**config.mk**
```make
export PLATFORM = sky130hd
export DESIGN_NAME = queen_solver_ctrl_flat
export DESIGN_NICKNAME = d
export VERILOG_FILES = /design/src/rtl/queen_solver_ctrl_if.sv /design/src/rtl/queen_solver_ctrl.sv /design/src/flat_wrapper.sv
export SDC_FILE = /design/constraint.sdc
export NUM_CORES = 1
export LEC_CHECK = 0
export ABC_AREA = 0
export CELL_PAD_IN_SITES_DETAIL_PLACEMENT = 0
export CELL_PAD_IN_SITES_GLOBAL_PLACEMENT = 1
export CORE_MARGIN = 3
export CORE_UTILIZATION = 48
export DETAILED_ROUTE_END_ITERATION = 10
export PLACE_DENSITY_LB_ADDON = 0.1
export SLEW_MARGIN = 20
export SYNTH_ARGS = -nofsm -noshare
export SYNTH_HDL_FRONTEND = slang
export SYNTH_SLANG_ARGS = --single-unit
```
**constraint.sdc**
```tcl
create_clock -name clk -period 7.8 [get_ports clk]
set_clock_uncertainty 0.15 [all_clocks]
set_input_delay 1.56 -clock clk [delete_from_list [all_inputs] [get_ports clk]]
set_output_delay 1.56 -clock clk [all_outputs]
set_load 0.03 [all_outputs]
```
**src/rtl/queen_solver_ctrl_if.sv**
```systemverilog
// ---------------------------------------------------------------------------------------------
// queen_solver_ctrl_if
//   Host-side bundle of the N-queens solver controller: start/abort control, busy/done status
//   and the valid/ready solution port.
//
//   Signals
//     start      host -> solver  begin a search (sampled only while idle)
//     abort      host -> solver  abandon the current search
//     sol_ready  host -> solver  consumer accepts the presented board
//     busy       solver -> host  search in progress
//     done       solver -> host  one-cycle pulse when the search ends normally
//     sol_valid  solver -> host  sol_board holds a complete placement
//     sol_board  solver -> host  column of row r at [3r+2:3r], unused rows read 0
//     sol_count  solver -> host  solutions accepted since the last start, saturating
//
//   Modports
//     master  host / testbench side
//     slave   solver side
// ---------------------------------------------------------------------------------------------
interface queen_solver_ctrl_if;

    logic        start;
    logic        abort;
    logic        sol_ready;
    logic        busy;
    logic        done;
    logic        sol_valid;
    logic [23:0] sol_board;
    logic [6:0]  sol_count;

    modport master (
        output start,
        output abort,
        output sol_ready,
        input  busy,
        input  done,
        input  sol_valid,
        input  sol_board,
        input  sol_count
    );

    modport slave (
        input  start,
        input  abort,
        input  sol_ready,
        output busy,
        output done,
        output sol_valid,
        output sol_board,
        output sol_count
    );

endinterface

```
**src/rtl/queen_solver_ctrl.sv**
```systemverilog
// ---------------------------------------------------------------------------------------------
// queen_solver_ctrl
//   Backtracking N-queens solver controller. One pairwise is_safe comparison is evaluated per
//   cycle between the candidate (row, col) and one already-placed queen. Every complete
//   placement is presented on a valid/ready solution port; boards appear in lexicographic
//   order with row 0 most significant.
//
//   Parameters
//     N         board size, 4..8 (3-bit coordinates)
//     FIND_ALL  1: enumerate every solution, 0: finish once the first solution is accepted
//
//   Ports
//     clk    clock, rising edge
//     rst_n  synchronous active-low reset
//     bus    queen_solver_ctrl_if.slave (start, abort, busy, done, sol_valid, sol_ready,
//            sol_board, sol_count)
// ---------------------------------------------------------------------------------------------
module queen_solver_ctrl #(
    parameter int unsigned N        = 8,
    parameter bit          FIND_ALL = 1'b1
) (
    input  logic               clk,
    input  logic               rst_n,
    queen_solver_ctrl_if.slave bus
);

    localparam logic [2:0] LastIdx = 3'(N - 1);

    typedef enum logic [2:0] {
        StIdle,
        StCheck,
        StNext,
        StBacktrack,
        StEmit,
        StFinish
    } state_e;

    state_e          state_q, state_d;
    logic [2:0]      row_q, row_d;
    logic [2:0]      col_q, col_d;
    logic [2:0]      chk_q, chk_d;
    // Eight slots regardless of N: rows >= N are never written, so they stay 0 on the board.
    logic [7:0][2:0] pos_q, pos_d;
    logic [23:0]     board_q, board_d;
    logic [6:0]      count_q, count_d;

    // Pairwise is_safe datapath: candidate (row_q, col_q) against placed queen (chk_q, pos[chk_q]).
    logic [2:0] placed_col;
    logic [2:0] col_dist;
    logic [2:0] row_dist;
    logic       safe;
    logic       last_chk;

    always_comb begin
        placed_col = pos_q[chk_q];
        col_dist   = (col_q > placed_col) ? (col_q - placed_col) : (placed_col - col_q);
        row_dist   = row_q - chk_q;
        // Row 0 has nothing to conflict with.
        safe       = (row_q == 3'd0) ||
                     ((placed_col != col_q) && (col_dist != row_dist));
        last_chk   = (row_q == 3'd0) || (chk_q == row_q - 3'd1);
    end

    // Next-state logic
    always_comb begin
        state_d = state_q;
        row_d   = row_q;
        col_d   = col_q;
        chk_d   = chk_q;
        pos_d   = pos_q;
        board_d = board_q;
        count_d = count_q;

        unique case (state_q)
            StIdle: begin
                if (bus.start) begin
                    row_d   = 3'd0;
                    col_d   = 3'd0;
                    chk_d   = 3'd0;
                    count_d = 7'd0;
                    state_d = StCheck;
                end
            end

            StCheck: begin
                if (!safe) begin
                    state_d = StNext;
                end else if (!last_chk) begin
                    chk_d = chk_q + 3'd1;
                end else begin
                    pos_d[row_q] = col_q;
                    if (row_q == LastIdx) begin
                        board_d = pos_d;
                        state_d = StEmit;
                    end else begin
                        row_d = row_q + 3'd1;
                        col_d = 3'd0;
                        chk_d = 3'd0;
                    end
                end
            end

            StNext: begin
                if (col_q != LastIdx) begin
                    col_d   = col_q + 3'd1;
                    chk_d   = 3'd0;
                    state_d = StCheck;
                end else begin
                    state_d = StBacktrack;
                end
            end

            StBacktrack: begin
                if (row_q == 3'd0) begin
                    state_d = StFinish;
                end else begin
                    // Resume the previous row from the column it was holding.
                    row_d   = row_q - 3'd1;
                    col_d   = pos_q[row_q - 3'd1];
                    state_d = StNext;
                end
            end

            StEmit: begin
                if (bus.sol_ready) begin
                    if (count_q != 7'h7f) begin
                        count_d = count_q + 7'd1;
                    end
                    // col_q still equals pos[N-1], so NEXT continues the enumeration from there.
                    state_d = FIND_ALL ? StNext : StFinish;
                end
            end

            StFinish: begin
                state_d = StIdle;
            end

            default: begin
                state_d = StIdle;
            end
        endcase

        // Abort overrides everything, including a handshake in the same cycle.
        if (bus.abort) begin
            state_d = StIdle;
            count_d = count_q;
            board_d = board_q;
        end
    end

    always_ff @(posedge clk) begin
        if (!rst_n) begin
            state_q <= StIdle;
            row_q   <= 3'd0;
            col_q   <= 3'd0;
            chk_q   <= 3'd0;
            pos_q   <= '0;
            board_q <= '0;
            count_q <= 7'd0;
        end else begin
            state_q <= state_d;
            row_q   <= row_d;
            col_q   <= col_d;
            chk_q   <= chk_d;
            pos_q   <= pos_d;
            board_q <= board_d;
            count_q <= count_d;
        end
    end

    // Outputs are decoded from registered state only.
    always_comb begin
        bus.busy      = (state_q != StIdle) && (state_q != StFinish);
        bus.done      = (state_q == StFinish);
        bus.sol_valid = (state_q == StEmit);
        bus.sol_board = board_q;
        bus.sol_count = count_q;
    end

endmodule

```
**src/flat_wrapper.sv**
```systemverilog
// flat-port wrapper written by rule: the top's interface ports become plain ports
module queen_solver_ctrl_flat 
#(
    parameter int unsigned N        = 8,
    parameter bit          FIND_ALL = 1'b1
)
  (clk, rst_n, bus_start, bus_abort, bus_sol_ready, bus_busy, bus_done, bus_sol_valid, bus_sol_board, bus_sol_count);
  queen_solver_ctrl_if bus_i ();
  input  logic clk;
  input  logic rst_n;
  input wire logic [$bits(bus_i.start)-1:0] bus_start;
  input wire logic [$bits(bus_i.abort)-1:0] bus_abort;
  input wire logic [$bits(bus_i.sol_ready)-1:0] bus_sol_ready;
  output wire logic [$bits(bus_i.busy)-1:0] bus_busy;
  output wire logic [$bits(bus_i.done)-1:0] bus_done;
  output wire logic [$bits(bus_i.sol_valid)-1:0] bus_sol_valid;
  output wire logic [$bits(bus_i.sol_board)-1:0] bus_sol_board;
  output wire logic [$bits(bus_i.sol_count)-1:0] bus_sol_count;
  assign bus_i.start = bus_start;
  assign bus_i.abort = bus_abort;
  assign bus_i.sol_ready = bus_sol_ready;
  assign bus_busy = bus_i.busy;
  assign bus_done = bus_i.done;
  assign bus_sol_valid = bus_i.sol_valid;
  assign bus_sol_board = bus_i.sol_board;
  assign bus_sol_count = bus_i.sol_count;
  queen_solver_ctrl #(.N(N), .FIND_ALL(FIND_ALL)) u_core (.clk(clk), .rst_n(rst_n), .bus(bus_i));
endmodule
```
# Yosys cells after proc, flatten, opt, wreduce, memory -nomap -nowiden
# Index checks and enable logic that the tools add are counted.
# word_totals
ff_bits,67
in_bits,5
out_inout_bits,34
word_cells,108
# classes
n_addsub,8
order_cmp,5
n_eq_ne,23
muxes,36
n_bitwise,2
n_reduce_logical,20
# ops
operator,count
$mux 3,23
$bwmux 24,1
$mux 7,3
$bmux 3 s3,2
$pmux 3 s3,2
$ne 3x3->1 const B,5
$pmux 3 s5,1
$reduce_and 5->1,3
$pmux 7 s2,1
$lt 3x4->1 const B,3
$pmux 3 s4,1
$add 3x1->3 const B,3
$demux 3 s3,1
$eq 3x3->1 const B,3
$reduce_bool 3->1,3
$sub 3x3->3,3
$ne 2x1->1 const B,4
$ne 2x2->1 const B,4
$add 7x1->7 const B,1
$ne 7x7->1 const B,1
$reduce_and 7->1,1
$eq 3x2->1 const B,2
$logic_not 3->1,2
$ne 3x3->1,2
15 further kinds,19

# Longest topological paths before layout
# depth
word_depth,9
ltp_mapped,15
mapped_depth_nobuf,13

# Worst setup path before layout
# Ideal clock, no wire load.
# synth_timing
kind,reg2reg
startpoint,reg u_core.chk_q[0]
endpoint,reg u_core.board_q[11] (netlist: u_core.bus.sol_board[11])
setup_time_ns,0.116
arrival_ns,3.413
required_ns,7.534
setup_slack_ns,4.120
stages_incl_launch_ff,14
n_path_buf,2
period_less_slack_ns,3.680
cell_sequence,dfxtp_1 > clkbuf_1 > mux4_1 > mux2i_1 > ha_1 > and3_1 > a21o_2 > mux2i_1 > xnor2_1 > o21bai_4 > o21ai_1 > clkbuf_1 > nand2_1 > o211a_1
# synth_via
elab_chain_cells,8
word_cells_on_any_way,14
classes_between,add/sub (3); order compare (1); eq/ne (3); mux (3); reduce/logical (4)
# synth_rtl
element,line,rtl
start: declaration,queen_solver_ctrl.sv:41,"logic [2:0] chk_q, chk_d;"
start signal: assignment,queen_solver_ctrl.sv:164,chk_q <= chk_d;
$bmux 3 s3,queen_solver_ctrl.sv:55,placed_col = pos_q[chk_q];
$mux 3 (implied by the code),queen_solver_ctrl.sv:55,
$sub 3x3->3 or $gt 3x3->1 (tied branches),queen_solver_ctrl.sv:56,col_dist = (col_q > placed_col) ? (col_q - placed_col) : (placed_col - col_q);
$mux 3,queen_solver_ctrl.sv:56,
$ne 3x3->1,queen_solver_ctrl.sv:60,((placed_col != col_q) && (col_dist != row_dist));
$logic_and 1x1->1,queen_solver_ctrl.sv:60,
$logic_or 1x1->1,queen_solver_ctrl.sv:59,safe = (row_q == 3'd0) ||
$reduce_and 5->1 (no line) (*),--,
end signal: assignment,queen_solver_ctrl.sv:166,board_q <= board_d;
end: declaration,queen_solver_ctrl.sv:44,"logic [23:0] board_q, board_d;"
# Every way passes the cells marked *; elsewhere a longest branch is shown, timed or not. The select of a mux whose other input is x is not followed.
# A chain may end at the register's enable or synchronous reset.

# Final worst setup path
# layout_timing
startpoint,reg u_core.chk_q[0]
endpoint,reg u_core.board_q[15] (netlist: u_core.bus.sol_board[15])
# Same word-level chain as after synthesis.

==> results.json <==
{
  "period_needed_ns": 4.16,
  "r2r-end": "u_core.bus.sol_board[15]",
  "cts_buffers": 9,
  "clock_sinks": 67,
  "hold_depth": 1,
  "antenna_left": 0,
  "crit_type": "flip-flop to flip-flop",
  "h-tree-depth": 3,
  "cts_tree": "done",
  "drc": 0,
  "min_to": "u_core.bus.sol_board[17]",
  "syn2layout_area_growth_pct": 14.2,
  "gp_congestion": 0.823,
  "num_vias": 3287,
  "finalCritPeriodShare_pct": 53.3,
  "core-area_sq_mm": 0.00826,
  "drt_pre_antenna_iters": 4,
  "antenna_found_initial": 0,
  "finalSetupViolCount": 0,
  "rsz0062_at_grt": "no",
  "cts_setup_buffers": 0,
  "holdCritStartpoint": "u_core.bus.sol_board[17]",
  "wl_met3_um": 403,
  "fp.dieH_um": 98.6,
  "required_ns": 7.89,
  "drt_iter0_markers": 159,
  "grt.total_usage_pct": 21.4,
  "p_int_uw": 507,
  "drv_slew": 0,
  "r2r_setup_slack_ns": 3.64,
  "grt_pass1_wl_um": 16700,
  "hold_buffers": 0,
  "cp.arrival_ns": 4.25,
  "max-vdd-ir-drop_mv": 0.0963,
  "clkTransAtPathRegs_ns": 0.08,
  "drv_cap": 0,
  "fp.dieW_um": 98.6,
  "avgSynthCellArea_sq_um": 9.33,
  "power_density_mw_per_mm2": 144,
  "clkLatencyLatePin_ns": 0.35,
  "root_buffer": "clkbuf_8",
  "worst_slack_ns": 3.64,
  "cts_resized": 0,
  "synth_edf_count": 0,
  "met2WireLength_um": 4650,
  "clkPwrFrac_pct": 42.7,
  "ys_dominant_reg_cell": "dfxtp_1",
  "wl_met1_um": 4750,
  "ff2ff_path_depth": 12,
  "grt_max_degree": 78,
  "setup_tns_ns": 0,
  "maxSlewHeadroom_pct": 48.0,
  "grt_overflow_total": 0,
  "hold_path.class": "flip-flop to flip-flop",
  "diodes": 0,
  "floorplan.initialDensity_pct": 49.8,
  "swShare_pct": 25.1,
  "syn-num-nets": 462,
  "hold_viol": 0,
  "grt_pass1_vias": 3207,
  "power_frac_seq_pct": 50.9,
  "syn_area_sq_mm": 0.00411,
  "dieArea_sq_mm": 0.00972,
  "p_leak_nw": 1.98,
  "yosysWarningCount": 0,
  "port_buffers": 38,
  "dpl.hpwl_um": 6850,
  "fmaxAchievable_ghz": 0.240,
  "reg2reg_from": "u_core.chk_q[0]",
  "ys_async_sr_fraction_pct": 0,
  "clockBufferDepth": 2,
  "top_layer_used": "met4",
  "cp-start-kind": "flip-flop",
  "nFillCells": 785,
  "status": "complete, no violations",
  "whs_ns": 0.353,
  "crit_fanout": 31,
  "combPwrFrac_pct": 6.4,
  "wl_um": 9970,
  "multi_input_area_sq_mm": 0.00256,
  "seq_area_frac_synth_pct": 32.6,
  "pre_cts_ws_ns": 3.30,
  "synth_cells": 441,
  "layout.area.seq_sq_mm": 0.00134,
  "drive_gt1_share_pct": 8.17,
  "wl_per_cell_um": 17.5,
  "synth_cell_type_count": 58,
  "p_switching_uw": 170,
  "end_kind": "flip-flop",
  "via_per_inst": 5.77,
  "num-nets-final": 481,
  "num_rows": 33,
  "worst_pin_slew_ns": 0.779,
  "synth-seq-cells": 67,
  "io_pins": 39
}
==> Yosys cell counts (2+ instances only) <==
cell | n | area share, %
a21oi_1 | 10 | 1.2
a21oi_2 | 3 | 0.64
a31oi_1 | 5 | 0.76
and2_1 | 2 | 0.30
and3_1 | 5 | 0.76
buf_1 | 3 | 0.27
buf_2 | 3 | 0.36
buf_4 | 2 | 0.36
buf_6 | 3 | 0.82
clkbuf_1 | 21 | 1.9
clkinv_1 | 3 | 0.27
dfxtp_1 | 67 | 33
fa_1 | 3 | 1.5
ha_1 | 13 | 4.0
inv_1 | 14 | 1.3
mux2i_1 | 36 | 8.8
mux4_1 | 9 | 5.8
mux4_2 | 4 | 2.2
nand2_1 | 51 | 4.7
nand2b_1 | 8 | 1.2
nand3_1 | 20 | 2.4
nand3b_1 | 6 | 1.1
nand4_1 | 3 | 0.46
nand4b_1 | 2 | 0.43
nor2_1 | 25 | 2.3
nor2b_1 | 16 | 2.4
nor3_1 | 3 | 0.36
nor4_1 | 2 | 0.30
o211a_1 | 24 | 5.8
o211ai_1 | 13 | 2.4
o21a_1 | 4 | 0.73
o21ai_0 | 18 | 2.2
or3_1 | 6 | 0.91
xnor2_1 | 3 | 0.64
xnor2_2 | 2 | 0.79
xor2_1 | 7 | 1.5
==> through the flow <==
step	total power, mW	instances	area [sq um]	util (%)
2_1_floorplan	0.387	441	4110	-
3_3_place_gp	0.396	553	4480	54.3
3_5_place_dp	0.396	553	4480	54.3
4_1_cts	0.681	569	4670	56.5
5_1_grt	0.700	570	4700	56.9
6_report	0.677	570	4700	56.9
==> state kept, by name (all words and copies together), names as in the netlist <==
| name | flops |
|---|---|
| u_core.chk_q | 3 |
| u_core.col_q | 3 |
| u_core.bus.sol_count | 7 |
| u_core.state_q | 3 |
| u_core.row_q | 3 |
| u_core.bus.sol_board | 24 |
| u_core.pos_q | 24 |
==> critical path, cell delays in order (launching register included) <==
cell and delay, ns:
dfxtp_1 0.59, mux4_1 0.61, mux2i_1 0.34, ha_1 0.31
and3_1 0.20, a21o_2 0.23, mux2i_1 0.14, xnor2_1 0.33
o21bai_4 0.16, o21ai_4 0.50, buf_16 0.24, o211ai_1 0.11
o211a_1 0.14
==> power groups by stage <==
stage | registers [mW] | clock network, mW | logic, mW
after floorplan | 0.351 | 0 | 0.0358
after global placement | 0.353 | 0 | 0.0432
after detailed placement | 0.353 | 0 | 0.0434
after CTS | 0.345 | 0.293 | 0.0435
after global routing | 0.345 | 0.308 | 0.0472
final | 0.345 | 0.289 | 0.0432
==> routing by layer <==
layer	up-vias	global-route usage, %
li1	1631	-
met1	1575	29.5
met2	68	33.7
met3	13	4.18
met4	0	7.56
met5	-	0
==> cells by family after synthesis <==
group,count (synthesis),share of synthesized area (%)
buffers and inverters,49,5.29
AO/OA/AOI/OAI,93,17.8
multiplexers,49,16.7
adder cells (fa/ha/maj),16,5.42
AND/OR/NAND/NOR,154,18.9
flip-flops,67,32.6
XOR/XNOR,13,3.32
==> layout by cell type, fill, tap and decap left out, types with 4 or more instances in the layout <==
cell type / Yosys / routed
a21oi_1: 10 / 10
nand3_1: 20 / 20
nor2_1: 25 / 25
nand2_1: 51 / 51
nand3b_1: 6 / 6
mux2i_1: 36 / 36
inv_1: 14 / 14
o211a_1: 24 / 24
mux4_2: 4 / 4
dfxtp_1: 67 / 67
xor2_1: 7 / 7
a31oi_1: 5 / 5
o21ai_0: 18 / 18
o21a_1: 4 / 4
nor2b_1: 16 / 16
or3_1: 6 / 6
clkdlybuf4s50_1: 0 / 37
nand2b_1: 8 / 8
o211ai_1: 13 / 13
and3_1: 5 / 5
ha_1: 13 / 13
clkbuf_8: 0 / 9
mux4_1: 9 / 9
==> layout make-up <==
class	count	area share, %
inverters	17	1.36
clock inverters	5	1.15
flip-flops and latches	67	28.6
well taps	105	2.80
clock buffers	11	2.80
multi-input cells	325	54.6
repair buffers	40	8.74
==> how the worst max path moves through the flow <==
stage                          from  slack (ns)                       end  cells past startpoint
floorplan           u_core.chk_q[0]        4.12  u_core.bus.sol_board[11]                     13
global placement    u_core.chk_q[1]        3.46  u_core.bus.sol_board[18]                     11
global route        u_core.chk_q[0]        3.29   u_core.bus.sol_board[4]                     12
finish              u_core.chk_q[0]        3.64  u_core.bus.sol_board[15]                     12
CTS                 u_core.chk_q[0]        3.25   u_core.bus.sol_board[6]                     11
detailed placement  u_core.chk_q[0]        3.30   u_core.bus.sol_board[6]                     11
No activity file was read; power rests on OpenSTA's default activity.
